### config.mk
export PLATFORM = sky130hd
export DESIGN_NAME = iot_in_packer
export DESIGN_NICKNAME = d
export VERILOG_FILES = /design/src/rtl/iot_in_packer_pkg.sv /design/src/rtl/iot_byte_shifter.sv /design/src/rtl/iot_in_packer.sv
export SDC_FILE = /design/constraint.sdc
export NUM_CORES = 1
export LEC_CHECK = 0
export CAP_MARGIN = 15
export CORE_AREA = 4 4 146 148
export DETAILED_ROUTE_END_ITERATION = 10
export DIE_AREA = 0 0 150 152
export GPL_ROUTABILITY_DRIVEN = 0
export PLACE_DENSITY_LB_ADDON = 0.08
export SLEW_MARGIN = 10
export SYNTH_ARGS = -nofsm -noshare
export SYNTH_HDL_FRONTEND = slang
export SYNTH_SLANG_ARGS = --single-unit
export TNS_END_PERCENT = 100
### constraint.sdc
create_clock -name clk -period 10.65 [get_ports clk]
set_input_delay 2.13 -clock clk [delete_from_list [all_inputs] [get_ports clk]]
set_output_delay 2.13 -clock clk [all_outputs]
set_load 0.005 [all_outputs]
### src/rtl/iot_in_packer_pkg.sv
// rtl/iot_in_packer_pkg.sv - shared IoT datapath definitions
package iot_in_packer_pkg;

  localparam int BYTES  = 16;
  localparam int DATA_W = 8 * BYTES;

  // Function-unit codes; the packer forwards them without decoding.
  typedef enum logic [2:0] {
    FnPass   = 3'd0,
    Bin2Gray = 3'd1,
    Gray2Bin = 3'd2,
    FnThresh = 3'd3,
    FnAvg    = 3'd4,
    FnMin    = 3'd5,
    FnMax    = 3'd6,
    FnCrc    = 3'd7
  } fn_code_e;

  typedef enum logic [1:0] {
    D_IDLE  = 2'd0,
    D_ISSUE = 2'd1,
    D_WAIT  = 2'd2
  } disp_state_e;

endpackage

### src/rtl/iot_byte_shifter.sv
// rtl/iot_byte_shifter.sv - byte-serial assembly of one word with its function code
module iot_byte_shifter #(
  parameter int BYTES = iot_in_packer_pkg::BYTES
) (
  input  logic               clk,
  input  logic               rst,
  input  logic               in_en,
  input  logic [7:0]         iot_in,
  input  logic [2:0]         fn_sel,
  input  logic               busy,
  input  logic               xfer,
  output logic [8*BYTES-1:0] asm_data,
  output logic [2:0]         asm_fn,
  output logic               asm_full,
  output logic               overrun
);

  localparam int CNT_W = $clog2(BYTES);
  localparam logic [CNT_W-1:0] LAST = CNT_W'(BYTES - 1);

  logic [CNT_W-1:0] byte_cnt;
  logic             accept;

  assign accept = in_en && !busy;

  always_ff @(posedge clk or posedge rst) begin
    if (rst) begin
      asm_data <= '0;
      asm_fn   <= '0;
      asm_full <= 1'b0;
      byte_cnt <= '0;
      overrun  <= 1'b0;
    end else begin
      overrun <= in_en && busy;
      if (xfer)
        asm_full <= 1'b0;
      // A byte may arrive in the transfer cycle; it starts the next word.
      if (accept) begin
        asm_data <= {asm_data[8*BYTES-9:0], iot_in};
        if (byte_cnt == '0)
          asm_fn <= fn_sel;
        if (byte_cnt == LAST) begin
          byte_cnt <= '0;
          asm_full <= 1'b1;
        end else begin
          byte_cnt <= byte_cnt + 1'b1;
        end
      end
    end
  end

endmodule

### src/rtl/iot_in_packer.sv
// rtl/iot_in_packer.sv - packs the sensor byte stream into words and dispatches them to the function units
module iot_in_packer
  import iot_in_packer_pkg::*;
#(
  parameter int BYTES     = iot_in_packer_pkg::BYTES,
  parameter int NUM_WORDS = 64
) (
  input  logic               clk,
  input  logic               rst,
  input  logic               in_en,
  input  logic [7:0]         iot_in,
  input  logic [2:0]         fn_sel,
  input  logic               fu_valid,
  output logic               busy,
  output logic               fu_en,
  output logic [2:0]         fu_fn,
  output logic [8*BYTES-1:0] fu_data,
  output logic               overrun,
  output logic               done
);

  localparam int W    = 8 * BYTES;
  localparam int BC_W = $clog2(NUM_WORDS + 1);
  localparam logic [BC_W-1:0] BATCH_LAST = BC_W'(NUM_WORDS - 1);

  logic [W-1:0]    asm_data, pend_data;
  logic [2:0]      asm_fn, pend_fn;
  logic            asm_full, pend_valid;
  logic            clear_this_cycle, xfer;
  logic [BC_W-1:0] batch_cnt;
  disp_state_e     state;

  assign clear_this_cycle = (state == D_WAIT) && fu_valid;
  assign xfer             = asm_full && (!pend_valid || clear_this_cycle);
  // Stall the source only when a full word waits behind an occupied pending slot.
  assign busy             = asm_full && pend_valid;
  assign fu_data          = pend_data;
  assign fu_fn            = pend_fn;

  iot_byte_shifter #(.BYTES(BYTES)) u_shifter (
    .clk      (clk),
    .rst      (rst),
    .in_en    (in_en),
    .iot_in   (iot_in),
    .fn_sel   (fn_sel),
    .busy     (busy),
    .xfer     (xfer),
    .asm_data (asm_data),
    .asm_fn   (asm_fn),
    .asm_full (asm_full),
    .overrun  (overrun)
  );

  // A load in the same cycle as a clear wins, keeping pend_valid high.
  always_ff @(posedge clk or posedge rst) begin
    if (rst) begin
      pend_data  <= '0;
      pend_fn    <= '0;
      pend_valid <= 1'b0;
    end else begin
      if (clear_this_cycle)
        pend_valid <= 1'b0;
      if (xfer) begin
        pend_data  <= asm_data;
        pend_fn    <= asm_fn;
        pend_valid <= 1'b1;
      end
    end
  end

  always_ff @(posedge clk or posedge rst) begin
    if (rst) begin
      state     <= D_IDLE;
      fu_en     <= 1'b0;
      done      <= 1'b0;
      batch_cnt <= '0;
    end else begin
      fu_en <= 1'b0;
      done  <= 1'b0;
      case (state)
        D_IDLE: begin
          if (pend_valid) begin
            state <= D_ISSUE;
            fu_en <= 1'b1;
          end
        end
        D_ISSUE: state <= D_WAIT;
        D_WAIT: begin
          if (fu_valid) begin
            state <= D_IDLE;
            if (batch_cnt == BATCH_LAST) begin
              batch_cnt <= '0;
              done      <= 1'b1;
            end else begin
              batch_cnt <= batch_cnt + 1'b1;
            end
          end
        end
        default: state <= D_IDLE;
      endcase
    end
  end

endmodule
==> impl_metrics.csv <==
group,metric,value,unit
setup_path,worstPathCellList,"clkdlybuf4s50_1 -> nand3b_4 -> a21boi_4 -> buf_4 -> buf_4 -> mux2_1",
clocking,h-tree-depth,1,
setup_path,worstSetupEndpointType,"flop",
synth,netlist_area,0.0106,mm²
clocking,tritoncts,"built",
floorplan,rows,52,
timing,worstMarginPinSlew,1100,ps
min_path,hold_depth,2,
synth,ys_ff_latch,280,
cells_and_area,nets,1062,
timing,setup_viol,0,
setup_path,critPathBufInv,3,
synth,synth.area.top_cells,"dfrtp_1, nand2_1, mux2_1",
clocking,clockBufferDepth,3,
synth,synth_area_leader_cell,"dfrtp_1",
floorplan,die_w,150,µm
routing,vias_per_cell,5.04,
clocking,cts_resized,0,
timing,maxSlewViolCount,0,
setup_path,critPathSlowestCell,"buf_4",
clocking,postCtsHoldBufs,0,
setup_path,required,11050,ps
cells_and_area,seq_area,0.00701,mm²
clocking,cts_buffers,28,
power_and_ir_drop,peakVddDrop,0.000125,V
min_path,min_path_type,"reg2reg",
cells_and_area,drive_gt1_share,9.30,%
synth,yosysWarnings,0,
global_routing,grt-ovfl-total,0,
timing,hold_violations,0,
power_and_ir_drop,leakagePower,6.79,nW
timing,maxSlewHeadroom,26.4,%
floorplan,core_region_area,0.0200,mm²
floorplan,initial_utilization,53.0,%
synth,ys.flop_type,"dfrtp_1",
synth,yosysMostFrequentCell,"nand2_1",
setup_path,cp_num_cells,6,
cells_and_area,fillerInstances,1602,
setup_path,cp_top_family,"buffers and inverters",
routing,drt_iter0_drc,387,
global_routing,grt_pass1_vias,6819,
timing,skew,6.23,ps
routing,dr.pass1.iters,8,
synth,synth_cells,903,
setup_path,path_common_cell,"buf_4",
global_routing,grt_pass1_wl,35600,µm
status,status,"completed",
synth,synth_top_area_share,66.0,%
timing,clock.fmax,218,MHz
routing,wl_per_cell,15.7,µm
synth,async_flop_share,100,%
cells_and_area,post-route-util,65.8,%
synth,synthesis.nets,921,
cells_and_area,multi_input_area,0.00334,mm²
floorplan,pin_count,150,
setup_path,crit_arrival,4990,ps
setup_path,worst_setup_path_start_kind,"primary input",
routing,wl,20900,µm
synth,synth-edff-count,0,
routing,drtAntennaViolNets,0,
timing,rsz0062_at_grt,"false",
synth,synth_commonest_cells,"nand2_1, dfrtp_1, mux2_1",
setup_path,worst-setup-path-type,"in2reg",
setup_path,worst-path-max-fanout,82,
synth,synth_cell_types,36,
routing,drc,0,
clocking,clkTransAtPathRegs,60,ps
synth,ys_seq_area_share,66.0,%
floorplan,die_h,152,µm
floorplan,dieArea,0.0228,mm²
setup_path,max_stage_delay,830,ps
clocking,clkSinkCount,280,
global_routing,grt_max_degree,161,
clocking,clk_root_buffer_cell,"clkbuf_16",
timing,finalSetupTns,0,ps
setup_path,r2r_cells,5,
run,cap_violations,0,
global_routing,antenna_found_initial,0,
cells_and_area,antenna_cells,0,
placement,dp.final_hpwl,12700,µm
routing,vias,6731,
clocking,insertion_delay,520,ps
synth,avgSynthCellArea,11.8,µm²
timing,fin_crit,4590,ps
clocking,post_cts_buffers,0,
placement,port_buffers,149,
global_routing,grt_usage,18.8,%
cells_and_area,area_growth,24.2,%
timing,fin_crit_sh,43.1,%
power_and_ir_drop,power_density,244,mW/mm²
-- sequential cells by signal, indices dropped and copies added (netlist names) --
name / cells
state: 2
done: 1
fu_en: 1
u_shifter.overrun: 1
fu_fn: 3
u_shifter.asm_data: 128
u_shifter.byte_cnt: 4
u_shifter.asm_fn: 3
u_shifter.asm_full: 1
fu_data: 128
batch_cnt: 7
pend_valid: 1
-- stage by stage --
step	setup slack, ps	power, mW	area (µm²)	instances	hold WS (ps)
2_1_floorplan	798	1.81	10600	903	440
3_3_place_gp	5520	2.26	12300	1284	460
3_5_place_dp	5480	2.28	12300	1284	461
4_1_cts	6030	3.27	13200	1335	479
5_1_grt	5850	3.41	13200	1335	496
6_report	6060	3.22	13200	1335	475
-- layout make-up --
class / count / area share (%)
Tap cell: 270 / 2.56
Timing Repair Buffer: 155 / 11.7
Sequential cell: 280 / 53.1
Clock inverter: 7 / 0.455
Multi-Input combinational cell: 573 / 25.3
Inverter: 6 / 0.228
Clock buffer: 44 / 6.54
-- placed cells by master, fill, tap and decap left out --
cell type | netlist | layout
nand2_1 | 397 | 397
dfrtp_1 | 280 | 280
clkdlybuf4s50_1 | 0 | 149
mux2_1 | 90 | 90
mux2_2 | 44 | 44
clkbuf_16 | 0 | 29
clkbuf_8 | 0 | 8
clkbuf_1 | 14 | 7
clkinv_2 | 0 | 6
nand3_1 | 5 | 5
inv_1 | 6 | 5
buf_4 | 0 | 5
o21ai_0 | 4 | 4
xnor2_1 | 3 | 3
ha_1 | 3 | 3
a21boi_4 | 1 | 2
nor3b_1 | 2 | 2
nand4_1 | 2 | 2
nand2b_1 | 2 | 2
o31ai_1 | 2 | 2
a21bo_4 | 0 | 1
nor2_1 | 1 | 1
nand3b_4 | 1 | 1
nor3_1 | 1 | 1
and3b_1 | 1 | 1
or3_1 | 1 | 1
o211ai_1 | 1 | 1
o32ai_1 | 1 | 1
o31a_1 | 1 | 1
a31oi_1 | 1 | 1
and2_1 | 1 | 1
and3_1 | 1 | 1
nor4_1 | 1 | 1
inv_8 | 0 | 1
a21oi_1 | 1 | 1
mux2i_1 | 1 | 1
o21a_1 | 1 | 1
a21o_1 | 1 | 1
bufinv_16 | 0 | 1
buf_12 | 0 | 1
-- layer usage --
metal / GRT usage [%] / vias to the layer above / wire length (µm)
met1: 26.9 / 3386 / 9360
met4: 3.75 / 0 / 284
met5: 0 / - / 0
met2: 29.8 / 133 / 10000
met3: 4.50 / 25 / 1220
li1: - / 3187 / -
-- logic make-up after synthesis --
| family | Yosys count | share of synthesized area [%] |
|---|---|---|
| XOR/XNOR | 3 | 0.248 |
| AND/OR/NAND/NOR | 416 | 15.2 |
| buffers and inverters | 50 | 2.65 |
| multiplexers | 135 | 14.3 |
| adder cells (fa/ha/maj) | 3 | 0.354 |
| AO/OA/AOI/OAI | 16 | 1.19 |
| flip-flops | 280 | 66.0 |
-- path summary, 6_finish.rpt --
| path | start | end | slack, ps |
|---|---|---|---|
| max reg2reg | state[0] | fu_data[9] | 7710 |
| min | u_shifter.asm_data[127] | u_shifter.asm_data[127] | 480 |
| max in group asynchronous | rst | fu_data[88] | 7100 |
| max | fu_valid | fu_data[9] | 6060 |
| min reg2reg | u_shifter.asm_data[127] | u_shifter.asm_data[127] | 480 |
| min in group asynchronous | rst | fu_data[3] | 2170 |
-- worst min-delay path: cells and delay by family, from the launching register on --
family | cells | cell delay (ps)
flip-flops | 1 | 340
AND/OR/NAND/NOR | 2 | 100
-- where the power goes --
part / internal, mW / switching, mW / total [mW]
Combinational: 0.450 / 0.251 / 0.701
Sequential: 1.35 / 0.203 / 1.55
Clock: 0.576 / 0.389 / 0.965
Total: 2.37 / 0.843 / 3.22
Note: power is estimated with default switching activity, not from simulation.
